<file path="config.mk">
export PLATFORM = sky130hd
export DESIGN_NAME = conv_window_fetch
export DESIGN_NICKNAME = d
export VERILOG_FILES = /design/src/rtl/cnn_pkg.sv /design/src/rtl/ram.sv /design/src/rtl/conv_window_fetch.sv
export SDC_FILE = /design/constraint.sdc
export NUM_CORES = 1
export LEC_CHECK = 0
export CELL_PAD_IN_SITES_DETAIL_PLACEMENT = 0
export CELL_PAD_IN_SITES_GLOBAL_PLACEMENT = 1
export CORE_MARGIN = 2
export CORE_UTILIZATION = 45
export DETAILED_ROUTE_END_ITERATION = 10
export PLACE_DENSITY_LB_ADDON = 0.1
export SYNTH_ARGS = -nofsm -noshare
export SYNTH_HDL_FRONTEND = slang
export SYNTH_SLANG_ARGS = --single-unit
</file>
<file path="constraint.sdc">
create_clock -name clk -period 4.72 [get_ports clk]
set_clock_uncertainty 0.05 [all_clocks]
set_input_delay 0.472 -clock clk [delete_from_list [all_inputs] [get_ports clk]]
set_output_delay 0.472 -clock clk [all_outputs]
set_load 0.1 [all_outputs]
</file>
<file path="src/rtl/cnn_pkg.sv">
// Shared definitions for the CNN front end: window-fetch FSM states,
// default frame geometry and a helper for last-anchor positions.
package cnn_pkg;

  // Window fetcher control states
  typedef enum logic [1:0] {
    ST_IDLE  = 2'd0,
    ST_FETCH = 2'd1,
    ST_SEND  = 2'd2,
    ST_DONE  = 2'd3
  } fetch_state_e;

  // Default geometry: 28x28 binary image, 3x3 windows, unit stride
  localparam int DEF_IMG_W  = 28;
  localparam int DEF_IMG_H  = 28;
  localparam int DEF_K      = 3;
  localparam int DEF_STRIDE = 1;
  localparam int DEF_DW     = 1;

  // Largest anchor coordinate reachable from 0 in steps of `stride`
  // without the window running past `extent`.
  function automatic int last_anchor(input int extent, input int k, input int stride);
    return ((extent - k) / stride) * stride;
  endfunction

endpackage

</file>
<file path="src/rtl/ram.sv">
// Simple dual-port frame store: one write port, one read port with a
// registered (1-cycle latency) read. Maps onto block RAM.
module ram #(
  parameter int ADDR_WIDTH = 10,
  parameter int DATA_WIDTH = 1
) (
  input  logic                  clk,
  input  logic                  we,
  input  logic [ADDR_WIDTH-1:0] waddr,
  input  logic [DATA_WIDTH-1:0] wdata,
  input  logic                  re,
  input  logic [ADDR_WIDTH-1:0] raddr,
  output logic [DATA_WIDTH-1:0] rdata
);

  localparam int DEPTH = 1 << ADDR_WIDTH;

  logic [DATA_WIDTH-1:0] mem [DEPTH];

  // Write port and registered read port; contents are never reset
  always_ff @(posedge clk) begin
    if (we) begin
      mem[waddr] <= wdata;
    end
    if (re) begin
      rdata <= mem[raddr];
    end
  end

endmodule

</file>
<file path="src/rtl/conv_window_fetch.sv">
// Sliding-window pixel fetcher. Stores one raster frame and streams every
// KxK window (anchors stepped by STRIDE) as serial taps with valid/ready.
// Windows are fetched as soon as their last pixel has landed, so output
// overlaps reception. All addresses are formed incrementally (no multiply).
module conv_window_fetch
  import cnn_pkg::*;
#(
  parameter int IMG_W  = DEF_IMG_W,
  parameter int IMG_H  = DEF_IMG_H,
  parameter int K      = DEF_K,
  parameter int STRIDE = DEF_STRIDE,
  parameter int DW     = DEF_DW
) (
  input  logic          clk,
  input  logic          rst_n,
  input  logic          clr,
  input  logic          pix_vld,
  input  logic [DW-1:0] pix_data,
  output logic          in_rdy,
  output logic          out_vld,
  input  logic          out_rdy,
  output logic [DW-1:0] out_pix,
  output logic          out_first,
  output logic          out_last,
  output logic          frame_done
);

  localparam int N  = IMG_W * IMG_H;
  localparam int AW = $clog2(N + 1);
  localparam int TW = $clog2(K + 1);

  // Geometry constants, all folded at elaboration time
  localparam logic [AW-1:0] N_A         = AW'(N);
  localparam logic [AW-1:0] IMG_W_A     = AW'(IMG_W);
  localparam logic [AW-1:0] COL_STEP    = AW'(STRIDE);
  localparam logic [AW-1:0] ROW_STEP    = AW'(STRIDE * IMG_W);
  localparam logic [AW-1:0] LAST_OFF    = AW'((K - 1) * IMG_W + K - 1);
  localparam logic [AW-1:0] C_LAST      = AW'(last_anchor(IMG_W, K, STRIDE));
  localparam logic [AW-1:0] R_LAST_BASE = AW'(last_anchor(IMG_H, K, STRIDE) * IMG_W);
  localparam logic [TW-1:0] K_LAST      = TW'(K - 1);

  fetch_state_e  state_q, state_d;
  logic [AW-1:0] wr_ptr_q, wr_ptr_d;
  logic [AW-1:0] row_base_q, row_base_d;   // r * IMG_W of the current anchor
  logic [AW-1:0] col_q, col_d;             // anchor column c
  logic [AW-1:0] tap_base_q, tap_base_d;   // (r + i) * IMG_W of the current tap row
  logic [TW-1:0] tap_i_q, tap_i_d;
  logic [TW-1:0] tap_j_q, tap_j_d;
  logic          frame_done_q, frame_done_d;

  logic          wr_en;
  logic          ram_re;
  logic [AW-1:0] tap_addr;
  logic [AW-1:0] avail_addr;
  logic          win_avail;
  logic          tap_first;
  logic          tap_last;
  logic          anchor_final;
  logic [DW-1:0] ram_rdata;

  // Write side: accept pixels until the store is full; clr drops a
  // simultaneously presented pixel and rewinds the pointer.
  always_comb begin
    in_rdy   = (wr_ptr_q < N_A);
    wr_en    = pix_vld && in_rdy && !clr;
    wr_ptr_d = wr_ptr_q;
    if (clr) begin
      wr_ptr_d = '0;
    end else if (wr_en) begin
      wr_ptr_d = wr_ptr_q + 1'b1;
    end
  end

  // Window bookkeeping: last pixel of the window, current tap address
  // and the first/last tap and final anchor flags.
  always_comb begin
    avail_addr   = row_base_q + col_q + LAST_OFF;
    win_avail    = (wr_ptr_q > avail_addr);
    tap_addr     = tap_base_q + col_q + AW'(tap_j_q);
    tap_first    = (tap_i_q == '0) && (tap_j_q == '0);
    tap_last     = (tap_i_q == K_LAST) && (tap_j_q == K_LAST);
    anchor_final = (col_q == C_LAST) && (row_base_q == R_LAST_BASE);
  end

  // Next-state and counter update; clr overrides everything
  always_comb begin
    state_d      = state_q;
    row_base_d   = row_base_q;
    col_d        = col_q;
    tap_base_d   = tap_base_q;
    tap_i_d      = tap_i_q;
    tap_j_d      = tap_j_q;
    frame_done_d = 1'b0;
    ram_re       = 1'b0;

    if (clr) begin
      state_d    = ST_IDLE;
      row_base_d = '0;
      col_d      = '0;
      tap_base_d = '0;
      tap_i_d    = '0;
      tap_j_d    = '0;
    end else begin
      unique case (state_q)
        ST_IDLE: begin
          if (win_avail) begin
            state_d = ST_FETCH;
          end
        end

        ST_FETCH: begin
          ram_re  = 1'b1;
          state_d = ST_SEND;
        end

        ST_SEND: begin
          if (out_rdy) begin
            if (!tap_last) begin
              state_d = ST_FETCH;
              if (tap_j_q == K_LAST) begin
                tap_j_d    = '0;
                tap_i_d    = tap_i_q + 1'b1;
                tap_base_d = tap_base_q + IMG_W_A;
              end else begin
                tap_j_d = tap_j_q + 1'b1;
              end
            end else begin
              tap_i_d = '0;
              tap_j_d = '0;
              if (anchor_final) begin
                state_d      = ST_DONE;
                frame_done_d = 1'b1;
              end else begin
                state_d = ST_IDLE;
                if (col_q == C_LAST) begin
                  // wrap to column 0 on the next anchor row
                  col_d      = '0;
                  row_base_d = row_base_q + ROW_STEP;
                  tap_base_d = row_base_q + ROW_STEP;
                end else begin
                  col_d      = col_q + COL_STEP;
                  tap_base_d = row_base_q;
                end
              end
            end
          end
        end

        ST_DONE: begin
          state_d = ST_DONE;
        end

        default: begin
          state_d = ST_IDLE;
        end
      endcase
    end
  end

  // FSM state and frame_done pulse register
  always_ff @(posedge clk or negedge rst_n) begin
    if (!rst_n) begin
      state_q      <= ST_IDLE;
      frame_done_q <= 1'b0;
    end else begin
      state_q      <= state_d;
      frame_done_q <= frame_done_d;
    end
  end

  // Write pointer register
  always_ff @(posedge clk or negedge rst_n) begin
    if (!rst_n) begin
      wr_ptr_q <= '0;
    end else begin
      wr_ptr_q <= wr_ptr_d;
    end
  end

  // Anchor and tap counter registers
  always_ff @(posedge clk or negedge rst_n) begin
    if (!rst_n) begin
      row_base_q <= '0;
      col_q      <= '0;
      tap_base_q <= '0;
      tap_i_q    <= '0;
      tap_j_q    <= '0;
    end else begin
      row_base_q <= row_base_d;
      col_q      <= col_d;
      tap_base_q <= tap_base_d;
      tap_i_q    <= tap_i_d;
      tap_j_q    <= tap_j_d;
    end
  end

  // Frame store; the read address only changes in FETCH, so the read data
  // (and therefore out_pix) holds steady while a tap is stalled in SEND.
  ram #(
    .ADDR_WIDTH(AW),
    .DATA_WIDTH(DW)
  ) u_ram (
    .clk  (clk),
    .we   (wr_en),
    .waddr(wr_ptr_q),
    .wdata(pix_data),
    .re   (ram_re),
    .raddr(tap_addr),
    .rdata(ram_rdata)
  );

  // Tap outputs are qualified by out_vld so they sit at zero otherwise
  always_comb begin
    out_vld    = (state_q == ST_SEND);
    out_pix    = out_vld ? ram_rdata : '0;
    out_first  = out_vld && tap_first;
    out_last   = out_vld && tap_last;
    frame_done = frame_done_q;
  end

endmodule

</file>
==> impl_metrics.tcl <==
set metrics [dict create \
    clock_latency_ps 700 \
    ys_async_sr_fraction_pct 4.12 \
    cellPowerDensity_nw_per_um2 403 \
    gp_congestion 0.820 \
    synth_top_family_by_area "multiplexers" \
    grt_usage_pct 23.5 \
    hold_ws_ps 319 \
    p_total_uw 21800 \
    crit_arrival_ps 4970 \
    crit_buf_inv 2 \
    worst_slack_ps 146 \
    vias 27600 \
    netlist_instances 3124 \
    ant_nets 0 \
    muxShareOfSynthArea_pct 13.8 \
    status "complete, no violations" \
    first_pass_iters 5 \
    final_common_cell "edfxtp_1" \
    r2r_end "u_ram.rdata$_DFFE_PP_" \
    cts-root-buf "clkbuf_16" \
    crit_fanout 22 \
    tns_ps 0 \
    yosys_warnings 0 \
    cts_buffer_depth 3 \
    wl_per_cell_um 25.6 \
    nets 3472 \
    ios 12 \
    ys_types 70 \
    hp-class "in -> reg" \
    rows 118 \
    die_area_um2 107000 \
    crit_start "tap_base_q[0]$_DFFE_PN0P_" \
    cpPeakStageDelay_ps 990 \
    report.final.slew_viol_count 0 \
    drtIter0Drc 2995 \
    tightestPinTransition_ps 1210 \
    cp_top_family "adder cells" \
    crit_path_end "u_ram.rdata$_DFFE_PP_" \
    synth_edf_count 1025 \
    mostFrequentLayoutCells "edfxtp_1 (1025), nor2_1 (872), mux4_2 (270)" \
    cap_violations 0 \
    synth-main-ff-cell "edfxtp_1" \
    synth-xor-area-share_pct 0.712 \
    ff2ff_setup_slack_ps 150 \
    grt_pass1_wl_um 183000 \
    syn_avg_cell_area_um2 15.0 \
    die_h_um 326 \
    crit_top_cell "o21ai_0" \
    yosys.area_share.adder_pct 1.48 \
    synthToLayoutAreaGrowth_pct 15.4 \
    slowest_stage "fa_4" \
    peakVddDrop_mv 0.284 \
    dieWidth_um 326 \
    hold_viol 0 \
    hpwl_um 73300 \
    via_per_inst 5.65 \
    preCtsSetupSlack_ps 38.1 \
    synth-simple-area-share_pct 10.3 \
    relSlewSlack_pct 19.4 \
    cts_tree "done" \
    period_needed_ps 4570 \
    leakagePower_uw 0.0175 \
    synth.cell_area_um2 46800 \
    cp_cell_sequence "fa_1 > ha_4 > fa_4 > buf_4 > buf_12 > mux4_2 > nand2_1 > o21ai_0 > a311oi_1 > o21ai_0 > o2111ai_1 > nand4b_1 > a31oi_2 > nor4_1" \
    totalWireLength_um 125000 \
    ys_seq_area_share_pct 68.2 \
    rr_worst_depth 14 \
    rsz0062_at_grt "no" \
    initial_core_util_pct 45.3 \
    htree_levels 3 \
    synth_compound_area_share_pct 2.89 \
    setup_viol 0 \
    grt_max_degree 200 \
    cp-start-kind "flip-flop" \
    drive_above_1_share_pct 18.4 \
    timing.rr.start "tap_base_q[0]$_DFFE_PN0P_" \
    cts_made_buffers 115 \
    ys_ff_latch 1069 \
    grt_pass1_vias 27600 \
    worstSetupEndpointType "flip-flop" \
    worstSetupPathType "reg -> reg" \
    drc 0 \
    crit_cells 14 \
    core_region_area_um2 103000 \
    cp.required_ps 5110 \
    clock_sinks 1069 \
    grt.overflow.total 0 \
    clock.fmax_mhz 219 \
    clkTransAtPathRegs_ps 60 \
    period_share_pct 96.9 \
    antenna_found_initial 3 \
    portBuffers 11 \
]
[synth_stat cells, types with 10 or more instances]
cell | n | area [um^2]
a21oi_1 | 43 | 215
a22oi_1 | 20 | 150
a31oi_1 | 10 | 62.6
and3_1 | 10 | 62.6
buf_2 | 35 | 175
buf_4 | 27 | 203
clkbuf_1 | 175 | 657
dfrtp_1 | 44 | 1100
edfxtp_1 | 1025 | 30800
ha_1 | 49 | 613
inv_1 | 27 | 101
mux2i_1 | 32 | 320
mux4_2 | 270 | 6080
nand2_1 | 140 | 526
nand3_1 | 48 | 240
nand4_1 | 18 | 113
nor2_1 | 878 | 3300
nor2b_1 | 13 | 81.3
nor3_1 | 23 | 115
o21ai_0 | 43 | 215
xnor2_1 | 25 | 219
xor2_1 | 13 | 114
[sequential cells by signal, summed over array words and instances (netlist names)]
name and count:
u_ram.rdata 1, u_ram.mem 1024, row_base_q 8, wr_ptr_q 10, tap_base_q 9, tap_j_q 2
tap_i_q 2, state_q 2, frame_done 1, col_q 10
[kinds of logic after synthesis]
logic type,after synthesis
other,1
DFF,1069
and+or+nand+nor,1180
muxes,307
buffers and inverters,276
xor gates and xnor gates,38
AOI/OAI and AO/OA,200
adders and majority gates,53
[power breakdown]
| part | internal [uW] | total [uW] | switching [uW] | leakage [uW] |
|---|---|---|---|---|
| registers | 10600 | 10600 | 48.6 | 0.0100 |
| clock network | 5330 | 9060 | 3730 | 0.00184 |
| logic | 889 | 2050 | 1170 | 0.00560 |
| total | 16800 | 21800 | 4940 | 0.0175 |
[through the flow]
step	util (%)	cell area [um^2]	std cells
after global routing	52.2	54000	4887
after CTS	52.2	53900	4881
after detailed placement	48.5	50100	4669
after floorplan	-	47700	3364
final	52.2	54000	4888
after global placement	48.5	50100	4669
[metal layers]
layer / track usage, % / vias up / share of wire (%)
li1: - / 12000 / -
met1: 31.9 / 14600 / 41
met2: 40.1 / 820 / 50
met3: 3.12 / 190 / 5.7
met4: 6.61 / 2 / 2.6
met5: 0 / - / 0.012
[worst min-delay path by stage]
stage	cells past startpoint	end	slack, ps	from
2_1_floorplan	0	col_q[0]$_DFFE_PN0P_	130	rst_n
3_3_place_gp	1	state_q[0]$_DFFE_PN0P_	460	state_q[1]$_DFFE_PN0P_
3_5_place_dp	1	state_q[0]$_DFFE_PN0P_	460	state_q[1]$_DFFE_PN0P_
4_1_cts	1	u_ram.mem[1005]$_DFFE_PP_	330	pix_data
5_1_grt	1	u_ram.mem[1001]$_DFFE_PP_	380	pix_data
6_report	1	u_ram.mem[1003]$_DFFE_PP_	320	pix_data
[cell type report]
class | instances | area [um^2]
clock buffer | 133 | 2990
inverter | 29 | 109
sequential | 1069 | 31900
clock inverter | 78 | 797
multi-input combinational | 2019 | 14700
timing repair buffer | 179 | 1750
tap | 1380 | 1730
antenna | 1 | 2.50
fill | 8743 | 49400
[repair_timing]
item / CTS / global route
endpoints found under the setup margin: 0 / 1
resized for setup: 0 / 2
hold buffers: 1 / 0
buffers inserted: 0 / 5
hold endpoints to repair: 44 / 0
(Power assumes the default switching activity.)
